--- src/rtl/ascon_pkg.sv ---
// ---- ascon_pkg : shared state type and defaults for the ASCON I/O sequencer ----
// ---- Revision 1.0 ----
`default_nettype none

package ascon_pkg;

  localparam int DEF_DATA_W = 64;
  localparam int DEF_TAG_W  = 128;
  localparam int IDX_W      = 3;

  typedef enum logic [1:0] {
    LOAD  = 2'd0,
    START = 2'd1,
    RUN   = 2'd2,
    DRAIN = 2'd3
  } seq_state_t;

endpackage

`default_nettype wire

--- src/rtl/ascon_io_sequencer.sv ---
// ---- ascon_io_sequencer : buffers a host message, feeds the ASCON core, returns C + tag ----
// ---- Revision 1.0 ----
`default_nettype none

module ascon_io_sequencer
  import ascon_pkg::*;
#(
  parameter int DATA_W       = DEF_DATA_W,
  parameter int TAG_W        = DEF_TAG_W,
  parameter int NB_PT_BLOCKS = 4
) (
  input  logic              clock_i,
  input  logic              resetb_i,
  input  logic              in_valid_i,
  output logic              in_ready_o,
  input  logic [DATA_W-1:0] in_data_i,
  output logic              start_o,
  output logic              data_valid_o,
  output logic [DATA_W-1:0] data_o,
  output logic [IDX_W-1:0]  block_idx_o,
  input  logic              ad_ack_i,
  input  logic              cipher_valid_i,
  input  logic [DATA_W-1:0] cipher_i,
  input  logic              end_i,
  input  logic [TAG_W-1:0]  tag_i,
  output logic              out_valid_o,
  input  logic              out_ready_i,
  output logic [DATA_W-1:0] out_data_o,
  output logic              out_last_o,
  output logic              busy_o,
  output logic              err_o
);

  localparam int               DEPTH     = 1 << IDX_W;
  localparam logic [IDX_W-1:0] NB_IDX    = IDX_W'(NB_PT_BLOCKS);
  localparam logic [IDX_W:0]   NB_BEAT   = (IDX_W+1)'(NB_PT_BLOCKS);
  localparam logic [IDX_W:0]   LAST_BEAT = (IDX_W+1)'(NB_PT_BLOCKS + 1);

  seq_state_t        state_q, state_d;
  logic [IDX_W-1:0]  wr_cnt_q, wr_cnt_d;
  logic [IDX_W-1:0]  idx_q, idx_d;
  logic [IDX_W-1:0]  cap_cnt_q, cap_cnt_d;
  logic [IDX_W:0]    beat_q, beat_d;
  logic [DATA_W-1:0] in_buf_q  [DEPTH];
  logic [DATA_W-1:0] in_buf_d  [DEPTH];
  logic [DATA_W-1:0] cip_buf_q [DEPTH];
  logic [DATA_W-1:0] cip_buf_d [DEPTH];
  logic [TAG_W-1:0]  tag_q, tag_d;
  logic              err_q, err_d;

  logic accept_in;
  logic load_done;
  logic beat_acc;
  logic drain_done;

  assign accept_in  = (state_q == LOAD) && in_valid_i;
  assign load_done  = accept_in && (wr_cnt_q == NB_IDX);
  assign beat_acc   = (state_q == DRAIN) && out_ready_i;
  assign drain_done = beat_acc && (beat_q == LAST_BEAT);

  always_ff @(posedge clock_i or negedge resetb_i) begin
    if (!resetb_i) begin
      state_q <= LOAD;
    end else begin
      state_q <= state_d;
    end
  end

  always_comb begin
    state_d = state_q;
    case (state_q)
      LOAD:    if (load_done)  state_d = START;
      START:                   state_d = RUN;
      RUN:     if (end_i)      state_d = DRAIN;
      DRAIN:   if (drain_done) state_d = LOAD;
      default:                 state_d = LOAD;
    endcase
  end

  always_comb begin
    wr_cnt_d  = wr_cnt_q;
    idx_d     = idx_q;
    cap_cnt_d = cap_cnt_q;
    beat_d    = beat_q;
    in_buf_d  = in_buf_q;
    cip_buf_d = cip_buf_q;
    tag_d     = tag_q;
    err_d     = err_q;

    if (accept_in) begin
      in_buf_d[wr_cnt_q] = in_data_i;
      if (!load_done) wr_cnt_d = wr_cnt_q + 1'b1;
    end

    // Fresh message: clear the error and any ciphertext left from the previous one
    if (load_done) begin
      err_d     = 1'b0;
      idx_d     = '0;
      cap_cnt_d = '0;
      cip_buf_d = '{default: '0};
    end

    if (state_q == RUN) begin
      if (ad_ack_i) begin
        if (idx_q == '0) idx_d = 1'b1;
        else             err_d = 1'b1;
        if (cipher_valid_i) err_d = 1'b1;
      end else if (cipher_valid_i) begin
        if (idx_q == '0 || cap_cnt_q == NB_IDX) begin
          err_d = 1'b1;
        end else begin
          cip_buf_d[cap_cnt_q] = cipher_i;
          cap_cnt_d            = cap_cnt_q + 1'b1;
          if (idx_q != NB_IDX) idx_d = idx_q + 1'b1;
        end
      end
      // cap_cnt_d already includes a ciphertext arriving alongside end_i
      if (end_i) begin
        tag_d  = tag_i;
        beat_d = '0;
        if (cap_cnt_d != NB_IDX) err_d = 1'b1;
      end
    end

    if (drain_done) begin
      wr_cnt_d = '0;
      idx_d    = '0;
      beat_d   = '0;
    end else if (beat_acc) begin
      beat_d = beat_q + 1'b1;
    end
  end

  always_ff @(posedge clock_i or negedge resetb_i) begin
    if (!resetb_i) begin
      wr_cnt_q  <= '0;
      idx_q     <= '0;
      cap_cnt_q <= '0;
      beat_q    <= '0;
      in_buf_q  <= '{default: '0};
      cip_buf_q <= '{default: '0};
      tag_q     <= '0;
      err_q     <= 1'b0;
    end else begin
      wr_cnt_q  <= wr_cnt_d;
      idx_q     <= idx_d;
      cap_cnt_q <= cap_cnt_d;
      beat_q    <= beat_d;
      in_buf_q  <= in_buf_d;
      cip_buf_q <= cip_buf_d;
      tag_q     <= tag_d;
      err_q     <= err_d;
    end
  end

  always_comb begin
    in_ready_o   = (state_q == LOAD);
    start_o      = (state_q == START);
    busy_o       = (state_q != LOAD);
    data_valid_o = (state_q == RUN) && (idx_q == '0);
    data_o       = '0;
    block_idx_o  = idx_q;
    out_valid_o  = (state_q == DRAIN);
    out_last_o   = (state_q == DRAIN) && (beat_q == LAST_BEAT);
    out_data_o   = '0;
    err_o        = err_q;

    if (state_q == START || state_q == RUN) data_o = in_buf_q[idx_q];

    // Beats 0..NB-1 carry ciphertext, then tag high half, then tag low half
    if (state_q == DRAIN) begin
      if (beat_q < NB_BEAT)       out_data_o = cip_buf_q[beat_q[IDX_W-1:0]];
      else if (beat_q == NB_BEAT) out_data_o = tag_q[TAG_W-1 -: DATA_W];
      else                        out_data_o = tag_q[DATA_W-1:0];
    end
  end

endmodule

`default_nettype wire

--- config.mk ---
export PLATFORM = sky130hd
export DESIGN_NAME = ascon_io_sequencer
export DESIGN_NICKNAME = d
export VERILOG_FILES = /design/src/rtl/ascon_pkg.sv /design/src/rtl/ascon_io_sequencer.sv
export SDC_FILE = /design/constraint.sdc
export NUM_CORES = 2
export LEC_CHECK = 0
export BUFFER_PORTS_ARGS = -buffer_cell sky130_fd_sc_hd__buf_2
export CORE_AREA = 10 10 271 273
export DETAILED_ROUTE_END_ITERATION = 7
export DIE_AREA = 0 0 281 283
export GPL_ROUTABILITY_DRIVEN = 0
export GPL_TIMING_DRIVEN = 0
export PLACE_DENSITY = 0.84
export SYNTH_ARGS = -nofsm -noshare
export SYNTH_HDL_FRONTEND = slang
export SYNTH_SLANG_ARGS = --single-unit
--- constraint.sdc ---
create_clock -name clock_i -period 7.5 [get_ports clock_i]
set_clock_uncertainty 0.05 [all_clocks]
set_input_delay 2.25 -clock clock_i [delete_from_list [all_inputs] [get_ports clock_i]]
set_output_delay 2.25 -clock clock_i [all_outputs]
set_load 0.02 [all_outputs]
==> metrics.md <==
| Metric | Value |
|---|---|
| EDFF count, synth | 0 |
| CP Cell Sequence | buf_1, clkbuf_1, inv_1, ha_1, nand3b_1, buf_2, buf_2, mux2i_1, nand2_1, o211a_1, buf_2 |
| H-tree Lvls | 3 |
| Synth Area in Compound Gates | under 10% |
| # setup viols final | 0 |
| Reg2reg path depth | 13 |
| Fill cells | around 4.4k |
| Xor and xnor fraction of the mapped netlist area | less than 1% |
| Yosys cell types | 54 |
| Post-Syn Nets | 3533 |
| Area Overhead vs Synth | 14.6% |
| Hold Startpoint | in_buf_q[463] |
| Multi-input logic area | about 0.018 mm² |
| Tcrit/Tclk final | roughly 92% |
| Max Cap Viol | 0 |
| Clock latency on the worst-skew pair | 0.65 ns |
| Layout cells sized above 1 | approximately two fifths |
| Final worst path period need | a little under 7 ns |
| I/O Buffers | about 340 |
| Max VDD drop | roughly 0.37 mV |
| Placed Cells | ~4.5k |
| Sequential fraction of the synthesis area | between 50 and 60% |
| Final wirelength | approximately 120000 µm |
| First-pass GRT wire length | between 150000 and 200000 µm |
| GRT Overall Usage | between 20% and 30% |
| Syn avg cell area | 13.0 µm² |
| Critical path startpoint category | flop |
| #FFs+latches synth | roughly 910 |
| Per-cell routed wire length | between 20 and 30 µm |
| Synth Area in Simple Gates | 6.93% |
| Cell taking the most area after synthesis | dfrtp_1 |
| Fin Setup TNS | 0 ns |
| End point of the worst hold path | in_buf_q[463] |
| Crit-path max cell delay | ~0.76 ns |
| Crit path DAT | between 4 and 5 ns |
| Number of global-route vias before repair | between 30k and 40k |
| Fmax | about 0.14 GHz |
| CP dominant cell by count | buf_2 |
| Remaining antenna violation count | 0 |
| Pin count of the biggest net entering global routing | ~130 |
| I/O pin count | 401 |
| WP data required | 5.20 ns |
| Lkg Pwr | roughly 23 nW |
| Critical setup path kind | reg -> out |
| Hold Path Stages | 1 |
| Initial Util | between 60 and 70% |
| Total Die Area | 0.0795 mm² |
| Via count | between 20k and 30k |
| HPWL Detailed | 79600 µm |
| FF-to-FF End | cip_buf_q[311] |
| Post-Route Hold Slack | about 0.44 ns |
| Worst-path clk slew | around 0.060 ns |
| R2R setup slack | 3.41 ns |
| Grt ovf | 0 |
| DRC viols | 0 |
| Power Density | 415 mW/mm² |
| CTS max path bufs | 3 |
| Slowest cell on the critical path | buf_1 |
| DR vias/cell | 6.21 |
| Die width | 281 µm |
| Worst r2r src | block_idx_o[0] |
| CTS tree | yes |
| CP endpoint kind | primary output |
| Pre-antenna DRT Iters | 6 |
| Main synth FF type | dfrtp_1 |
| Initial antenna violation count | 30 |
| Largest family of logic cells by synthesized area | multiplexers |
| Slew Viols, Final | 0 |
| Root buffer cell | clkbuf_16 |
| Synthesized instance count | around 3.3k |
| Core Area | just under 0.07 mm² |
| Top cells by area, synth | dfrtp_1 (54%), mux2_2 (17%), mux4_2 (10%) |
| Post-synthesis mux area share | 30.3% |
| Total power | approximately 20 mW |
| Post-CTS Hold Buffers | 0 |
| Site Rows | 96 |
| Post-Synth Adder-Cell Area | 0.412% |
| Class of the worst hold path | reg -> reg |
| Fin. Hold Viols | 0 |
| Status | finished, final reports clean |
| Total clock sinks | 912 |
| Slew HR | 24.0% |
| Worst slew pin tran | ~1.1 ns |
| Chip height | around 280 µm |
| DRT iter0 DRCs | ~2.6k |
| Max Fanout on Critical Path | 10 |
| Async S/R FF share, synth | 100% |
| Synth Warn # | 0 |
| Post-CTS setup buffer count | 0 |
| Unrepaired setup endpoints after global routing | no |
| Synth Cell Area | 0.0425 mm² |
| CTS resizes | 0 |
| CTS Buf Count | 92 |
| Non-Filler Instances | around 4.7k |
| Final #Nets | about 4.0k |
| Synth top area share | 53.7% |
| Reg area | roughly 0.023 mm² |
==> cell type report <==
class	count	area share, %
sequential	912	46.9
multi-input combinational	2025	37.1
clock buffer	133	5.37
timing repair buffer	346	3.99
buffer	305	3.11
tap	882	2.27
clock inverter	31	1.01
antenna	26	0.134
inverter	14	0.108
==> synth_stat cells (4+ instances only) <==
library cell and n:
nor2_2 6, nor2b_1 65, inv_1 13, mux2i_1 132, nor2_1 7, buf_4 41, buf_2 147, buf_1 17
dfrtp_1 912, mux2_2 629, mux2_1 13, ha_1 14, nand2_1 588, nor3b_1 4, o21ai_0 255, nand3_1 6
o211a_1 64, clkbuf_1 89, clkbuf_2 8, mux4_2 192
==> worst max-delay path by stage <==
stage                    from        endpoint  slack [ns]  cells past startpoint
floorplan           beat_q[1]   out_data_o[3]        2.87                     10
global placement     resetb_i   in_buf_q[153]      -15.41                      1
detailed placement  beat_q[1]  out_data_o[50]        1.48                     11
CTS                 beat_q[1]  out_data_o[50]        0.73                     11
global route        beat_q[1]  out_data_o[50]        0.59                     11
finish              beat_q[1]  out_data_o[50]        0.57                     11
==> worst max-delay path, delay by kind of cell, from the launching register on <==
kind,cells,cell delay [ns]
buf+inv,6,2.58
compound gates,1,0.19
fa+ha+maj,1,0.23
flops,1,0.41
mux,1,0.31
simple gates,2,0.26
==> layout by cell type (no fill, tap or decap), types with 7 or more instances in the layout <==
cell type / n
dfrtp_1: 912
mux2_2: 629
nand2_1: 588
buf_2: 483
o21ai_0: 255
mux4_2: 192
mux2i_1: 132
clkbuf_1: 114
clkbuf_16: 92
nor2b_1: 65
o211a_1: 64
buf_4: 41
diode_2: 26
buf_1: 17
clkbuf_8: 16
clkinv_2: 15
ha_1: 14
inv_1: 13
mux2_1: 13
bufinv_16: 10
buf_16: 9
clkbuf_2: 8
nor2_1: 7
==> flip-flops by register name (all words and copies together) (netlist names) <==
signal,cells
beat_q,4
in_buf_q,512
tag_q,128
block_idx_o,3
cip_buf_q,256
state_q,2
err_o,1
wr_cnt_q,3
cap_cnt_q,3
==> cells by family (layout without fill, tap and decap cells) <==
family / count (synthesis) / count (layout)
flip-flops: 912 / 912
AO/OA/AOI/OAI: 338 / 338
XOR/XNOR: 3 / 3
adder cells (fa/ha/maj): 14 / 14
buffers and inverters: 319 / 829
AND/OR/NAND/NOR: 703 / 703
other: 0 / 26
multiplexers: 967 / 967
==> through the flow <==
stage | instance area [µm²] | util (%) | setup slack, ns
CTS | 48600 | 71.4 | 0.735
detailed placement | 45500 | 66.9 | 1.48
finish | 48700 | 71.5 | 0.566
floorplan | 42500 | - | 2.87
global route | 48700 | 71.5 | 0.590
global placement | 45300 | 66.5 | -15.41
==> where the power goes <==
group	internal, mW	switching [mW]	total, mW
sequential	6.88	1.07	7.94
clock	2.78	1.97	4.74
combinational	3.73	3.78	7.51
total	13.4	6.82	20.2
==> layer usage <==
layer / global-route usage [%] / up-vias / share of wire, %
li1: - / 12400 / -
met1: 35.4 / 15000 / 37
met3: 6.13 / 331 / 7.7
met2: 49.6 / 1291 / 51
met4: 12.9 / 18 / 4.5
met5: 0 / - / 0.10
(Power assumes the default switching activity.)
